==> src/rtl/lif_spike_receiver.sv <==
// Leaky integrate-and-fire receiver: integrates weighted spikes from two
// synapse lines into a membrane potential with shift-based leak. It emits a
// one-cycle spike on threshold crossing and then ignores its inputs for a
// programmable refractory period.
module lif_spike_receiver #(
  parameter int unsigned WIDTH      = 8,
  parameter int unsigned LEAK_SHIFT = 3
) (
  input  logic             clk,
  input  logic             rst_n,
  input  logic             ena,
  input  logic             spike_in_a,
  input  logic             spike_in_b,
  input  logic             cfg_wr,
  input  logic [1:0]       cfg_addr,
  input  logic [WIDTH-1:0] cfg_data,
  output logic             spike_out,
  output logic [WIDTH-1:0] potential,
  output logic             busy,
  output logic [7:0]       spike_count
);

  typedef enum logic {
    INTEGRATE = 1'b0,
    REFRACT   = 1'b1
  } state_t;

  state_t           state;
  logic [WIDTH-1:0] v;
  logic [3:0]       cnt;

  logic [WIDTH-1:0] weight_a;
  logic [WIDTH-1:0] weight_b;
  logic [WIDTH-1:0] threshold;
  logic [3:0]       refr;

  logic [WIDTH-1:0] shifted;
  logic [WIDTH-1:0] leak;
  logic [WIDTH+1:0] sum;
  logic [WIDTH-1:0] sum_sat;
  logic             fire;

  // Next-potential datapath: leak never rounds to zero while V is non-zero,
  // so V always decays fully; the two extra bits catch overflow for saturation.
  always_comb begin
    shifted = v >> LEAK_SHIFT;
    leak    = shifted;
    if ((v != '0) && (shifted == '0)) begin
      leak = {{(WIDTH-1){1'b0}}, 1'b1};
    end
    sum = {2'b00, v} - {2'b00, leak};
    if (spike_in_a) begin
      sum = sum + {2'b00, weight_a};
    end
    if (spike_in_b) begin
      sum = sum + {2'b00, weight_b};
    end
    sum_sat = (sum[WIDTH+1:WIDTH] != 2'b00) ? '1 : sum[WIDTH-1:0];
    fire    = (sum_sat >= threshold);
  end

  // Configuration registers: writable in any state, even with ena low.
  always_ff @(posedge clk) begin
    if (!rst_n) begin
      weight_a  <= WIDTH'(16);
      weight_b  <= WIDTH'(16);
      threshold <= WIDTH'(64);
      refr      <= 4'd4;
    end else if (cfg_wr) begin
      case (cfg_addr)
        2'd0: weight_a  <= cfg_data;
        2'd1: weight_b  <= cfg_data;
        2'd2: threshold <= cfg_data;
        2'd3: refr      <= cfg_data[3:0];
        default: ;
      endcase
    end
  end

  // Integrate/refractory FSM with registered spike, busy and fire counter.
  always_ff @(posedge clk) begin
    if (!rst_n) begin
      state       <= INTEGRATE;
      v           <= '0;
      cnt         <= '0;
      spike_out   <= 1'b0;
      busy        <= 1'b0;
      spike_count <= '0;
    end else begin
      spike_out <= 1'b0;
      if (ena) begin
        case (state)
          INTEGRATE: begin
            if (fire) begin
              spike_out   <= 1'b1;
              v           <= '0;
              spike_count <= spike_count + 8'd1;
              // refr=0 means no dead time: remain integrating and refire freely
              if (refr != 4'd0) begin
                state <= REFRACT;
                cnt   <= refr;
                busy  <= 1'b1;
              end
            end else begin
              v <= sum_sat;
            end
          end
          REFRACT: begin
            v   <= '0;
            cnt <= cnt - 4'd1;
            if (cnt == 4'd1) begin
              state <= INTEGRATE;
              busy  <= 1'b0;
            end
          end
          default: state <= INTEGRATE;
        endcase
      end
    end
  end

  assign potential = v;

endmodule
==> config.mk <==
export PLATFORM = sky130hd
export DESIGN_NAME = lif_spike_receiver
export DESIGN_NICKNAME = d
export VERILOG_FILES = /design/src/rtl/lif_spike_receiver.sv
export SDC_FILE = /design/constraint.sdc
export NUM_CORES = 1
export LEC_CHECK = 0
export ABC_AREA = 1
export BUFFER_PORTS_ARGS = -buffer_cell sky130_fd_sc_hd__buf_2
export CORE_MARGIN = 1
export CORE_UTILIZATION = 45
export CTS_BUF_LIST = sky130_fd_sc_hd__clkbuf_8
export CTS_CLUSTER_SIZE = 24
export DETAILED_ROUTE_END_ITERATION = 8
export GPL_TIMING_DRIVEN = 0
export PLACE_DENSITY = 0.68
export REMOVE_ABC_BUFFERS = 1
export SLEW_MARGIN = 15
export SYNTH_ARGS = -nofsm -noshare
export SYNTH_HDL_FRONTEND = slang
export SYNTH_SLANG_ARGS = --single-unit
==> constraint.sdc <==
create_clock -name clk -period 5 [get_ports clk]
set_input_delay 0.75 -clock clk [delete_from_list [all_inputs] [get_ports clk]]
set_output_delay 0.75 -clock clk [all_outputs]
set_load 0.005 [all_outputs]
After elaboration in Yosys (flattened, before gate mapping)
Index checks and enable logic that the tools add are counted.
- bits of input ports: 16
- logic and storage cells: 58
- output and inout port bits: 18
- register bits: 51
- muxes and demuxes: 18
- equality and inequality tests: 7
- bitwise gates (word level): 3
- add/sub/neg operators: 5
- $lt $le $gt $ge: 1
- reduce and logical (&&, ||, !) cells: 14
- operators with widths (cell ; count):
    $mux W10 ; 2
    $mux W8 ; 2
    $pmux W8 S2 ; 1
    $add A10 B8 Y10 ; 1
    $add A9 B9 Y10 ; 1
    $sub A8 B5 Y9 ; 1
    $add A8 B1 Y8 const B ; 1
    $ge A8 B8 Y1 ; 1
    $logic_not A8 Y1 ; 1
    $mux W4 ; 2
    $pmux W4 S2 ; 1
    $reduce_and A2 Y1 ; 4
    $reduce_bool A8 Y1 ; 1
    $mux W1 ; 7
    $reduce_and A3 Y1 ; 2
    $mux W5 ; 1
    $eq A2 B2 Y1 const B ; 2
    $eq A4 B1 Y1 const B ; 1
    $ne A2 B2 Y1 const B ; 2
    $pmux W1 S2 ; 2
    $reduce_and A4 Y1 ; 1
    $reduce_bool A4 Y1 ; 1
    $sub A4 B1 Y4 const B ; 1
    $not A1 Y1 ; 3
    other kinds (6) ; 6

Depth between registers and ports, before layout
- depth in word-level cells: 13
- depth in mapped cells: 44
- gate-level depth less buffers: 44

Least setup slack after synthesis
No wires, ideal clock.
- path kind: register to register
- start point: register v[7] (netlist: potential[7])
- end point: register spike_count[5]
- arrival: 5.091 ns
- cell stages (with the launch flop): 37
- setup slack: -0.206 ns
- library setup time: 0.116 ns
- period minus slack after synthesis: 5.206 ns
- data required time: 4.884 ns
- cell sequence: dfxtp_1 -> inv_1 -> nand2_4 -> o41ai_1 -> ha_1 -> inv_1 -> fa_1 -> nand3_2 -> nand3_2 -> xnor2_1 -> inv_1 -> ha_1 -> nand2_1 -> inv_1 -> a21oi_1 -> nand3_1 -> nand3_1 -> nand2_1 -> ha_1 -> a21oi_1 -> nor2_1 -> nor2_1 -> nand2_1 -> nand2_1 -> nand3_1 -> nand2_4 -> nand4_1 -> ha_1 -> nand2_1 -> nor2_1 -> nand4_1 -> o2111ai_1 -> nand2_1 -> nor3_1 -> nand2_1 -> nand2_1 -> a21oi_1
- longest elaborated chain between the ends: 12
- RTL lines (item ; line ; text):
    from (decl) ; 29 ; logic [WIDTH-1:0] v;
    from (signal assigned) ; 105 ; v <= sum_sat;
    $reduce_bool A8 Y1 or $logic_not A8 Y1 (tied branches) ; 48 ; if ((v != '0) && (shifted == '0)) begin
    $logic_and A1 B1 Y1 ; 48 ;
    $mux W5 ; 48 ;
    $sub A8 B5 Y9 * ; 51 ; sum = {2'b00, v} - {2'b00, leak};
    $add A9 B9 Y10 ; 53 ; sum = sum + {2'b00, weight_a};
    $mux W10 * ; 52 ; if (spike_in_a) begin
    $add A10 B8 Y10 ; 56 ; sum = sum + {2'b00, weight_b};
    $mux W10 * ; 55 ; if (spike_in_b) begin
    $reduce_bool A2 Y1 ; 58 ; sum_sat = (sum[WIDTH+1:WIDTH] != 2'b00) ? '1 : sum[WIDTH-1:0];
    $mux W8 * ; 58 ;
    $ge A8 B8 Y1 * ; 59 ; fire = (sum_sat >= threshold);
    $reduce_and A3 Y1 (no line) * ; n/a ;
    to (signal assigned) ; 97 ; spike_count <= spike_count + 8'd1;
    to (decl) ; 20 ; output logic [7:0] spike_count
Every way passes the cells marked *; elsewhere a longest branch is shown, timed or not.
A chain may end at the register's enable or synchronous reset.

Worst setup path in the final report
- start point: register v[4] (netlist: potential[4])
- end point: register spike_count[5]
The elaborated chain is that of the path after synthesis.

==> flow_results.org <==
** Synth
- The largest total area in the synthesized netlist belongs to sky130_fd_sc_hd__dfxtp_1.
- Fraction of the yosys area taken by sequential cells :: 27.71%
- In this run the mean area of a mapped cell was 6.533 sq um.
- For this run, the number of Yosys warnings is 0.
- Post-synth top cells :: sky130_fd_sc_hd__nand2_1 (142), sky130_fd_sc_hd__inv_1 (81), sky130_fd_sc_hd__nor2_1 (52)
- Number of instances in the synthesized netlist :: 564
- Post-synthesis cell area :: around 3700 sq um
- Among all flip-flop cells after synthesis, the most frequent one is sky130_fd_sc_hd__dfxtp_1.
- Fraction of synthesized cell area taken by the top area cell type :: 27.71%
- Synthesis inferred 51 register bits.
- In the post-synthesis netlist, the biggest area contributors are sky130_fd_sc_hd__dfxtp_1 (28%), sky130_fd_sc_hd__nand2_1 (14%), sky130_fd_sc_hd__ha_1 (11%).
- The synthesized netlist contains 35 unique library cells.
- After synthesis, the share of flip-flops with an asynchronous set or reset is 0%.
- EDFF count, synth :: 0
- Cell with the most instances after synthesis :: sky130_fd_sc_hd__nand2_1

** Final layout
- Area delta synth->final :: 29.24%
- Ratio of cells with drive above 1 in the final layout :: 28.37%
- Layout Nets :: 681
- Once layout is done, the placed cells without fillers occupy 4762 sq um.
- Antenna fix cells :: 0

** CTS
- Clock tree synthesis inserted a total of 5 buffers.
- CTS saw 51 sinks.
- Later-pin clock latency in the skew report :: 0.31 ns
- CTS root buffer :: sky130_fd_sc_hd__clkbuf_8
- Clock-pin slew was measured on the worst setup and hold paths at 0.10 ns.
- Maximum root-to-sink buffer count :: 2
- TritonCTS built the clock tree.
- In this run, post-CTS hold repair placed 0 buffers.
- The H-tree was split into 2 levels.

** Worst setup path
- CP Data Arrival Time :: 5.68 ns
- Critical Path Most Common Cell :: sky130_fd_sc_hd__nand2_4
- The number of cells on the worst reg-to-reg path is 36.
- Highest-delay cell along the critical path :: sky130_fd_sc_hd__ha_4
- Setup crit start kind :: flip-flop
- Worst path max stage delay :: around 0.38 ns
- Critical path data required time :: 5.22 ns
- Critical path capture point type :: flip-flop
- Worst reg2reg setup slack :: -0.46 ns
- Critical path start-end classification :: flip-flop to flip-flop
- Largest fanout on the critical path :: 8

** Global routing
- Remaining global-route overflow :: 0
- Total routing usage reported by global routing :: a little under a quarter
- Largest net degree at the start of global routing :: 39
- The via count of the first global-routing pass came to 3599.
- Antenna violations before repair :: 0
- The first global-routing pass estimated 16.40 mm of wire.

** Timing
- RSZ-0062 raised after global routing :: true
- Dividing the final minimum period by the clock period gives 109.2%.
- The max-slew violation count is 0.
- The routed design could run at a clock period as short as 5.458 ns.
- Max Clk Rate :: 0.1832 GHz
- Count of final hold-check violations :: 0
- Setup slack on the critical path of the routed design comes to -0.4582 ns.
- Max transition margin :: 42.01%
- Least-Margin Pin Slew :: 0.8632 ns
- Layout Skew :: 0.007589 ns
- Endpoints failing setup :: 23

** Flow run
- The tool flagged a number of max-cap violations equal to 0.

** Routing
- Final routed wirelength across all metal layers :: 10.24 mm
- For this run, design rule violations remaining after detail routing come to 0.
- Routed wire length per instance :: between 10 and 15 microns
- After the first detailed-routing iteration, the DRC count stood at 98.
- The detail route stage leaves a number of antenna-violating nets equal to 0.
- Number of vias after detailed routing :: 3832
- Vias per inst :: around 5.2
- Before antenna repair, the detailed router went through 4 iterations.

** Outcome
- Run status :: complete, but fails checks
- Violated checks :: setup timing

** Die
- Initial core utilization :: 47.20%
- Row generation in the floorplan step produced 32 rows.
- Measured along the x axis, the die boundary spans 92.49 microns.
- Overall die area :: ~8600 sq um
- During I/O placement, the number of pins put on the boundary was 34.
- Die Y :: 92.49 microns
- The core region is between 7000 and 8000 sq um.

** Placed design
- In this run the tool buffered the top-level ports with 33 buffer cells.
- Dpl cell area :: around 3900 sq um
- DP HPWL :: between 7 and 8 mm
- Routability-driven placement finished with a final weighted congestion of 0.9227.

** Worst hold path
- The worst hold path belongs to the class flip-flop to flip-flop.
- Number of stages on the worst hold path :: 2
## layer usage
layer	wire length (microns)	global-route usage, %
met1	4579	29.96
met2	4946	41.30
met3	453	4.351
met4	260	7.292
met5	0	0
## state kept, by name (all words and copies together), names as in the netlist
name         flops
weight_b         8
weight_a         8
state            1
refr             4
potential        8
spike_count      8
spike_out        1
busy             1
threshold        8
cnt              4
## stage by stage
step	utilization (%)	instances	TNS (ns)	hold WS, ns	setup slack (ns)
2_1_floorplan	-	556	-1.559	0.4347	-0.2033
3_3_place_gp	50.42	691	-20.90	0.4431	-1.113
3_5_place_dp	50.42	691	-23.93	0.4511	-1.263
4_1_cts	57.34	721	-4.458	0.4657	-0.2508
5_1_grt	60.99	733	-16.50	0.4794	-0.8567
6_report	60.99	733	-7.876	0.4671	-0.4582
## area by class of cell
| type | instances | area, sq um |
|---|---|---|
| clock buffer | 5 | 68.82 |
| clock inverter | 3 | 67.56 |
| fill | 728 | 3045 |
| inverter | 89 | 339.1 |
| multi-input combinational | 416 | 2699 |
| sequential | 51 | 1040 |
| tap | 102 | 127.6 |
| timing repair buffer | 67 | 420.4 |
## layout by cell type (no fill, tap or decap), drive strengths merged, types with 6 or more instances in the layout
master and instances:
nand2 152, buf 67, o21ai 45, nor3 6, ha 32, a21oi 45
nand3 40, inv 85, nand4 21, dfxtp 51, nor2 52
## path summary, 6_finish.rpt
kind / start / to
worst max-delay path: potential[4] / spike_count[5]
worst min-delay path: threshold[5] / threshold[5]
worst max register to register: potential[4] / spike_count[5]
worst min register to register: threshold[5] / threshold[5]
## timing repair
| item | CTS | global route |
|---|---|---|
| gates cloned | 0 | 0 |
| pin swaps | 17 | 26 |
| endpoints found under the setup margin | 23 | 23 |
| resized for setup | 61 | 47 |
| buffers inserted | 22 | 12 |
## critical path, delay by kind of cell (launching register included)
kind	cells	cell delay (ns)
xor gates and xnor gates	1	0.18
and+or+nand+nor	24	2.48
DFF	1	0.36
AOI/OAI and AO/OA	3	0.55
buffers and inverters	3	0.18
adders and majority gates	5	1.60
## logic make-up (layout without fill, tap and decap cells)
kind of cell,Yosys count,after routing,synth area share (%)
compound gates,97,97,13.99
xor+xnor,8,8,1.901
fa+ha+maj,35,35,12.50
buf+inv,97,164,10.19
flops,51,51,27.71
mux,1,1,0.2717
simple gates,275,275,33.45
Power is not shown: default switching activity piles up to over one toggle a cycle in this logic, so the estimate is an artifact.
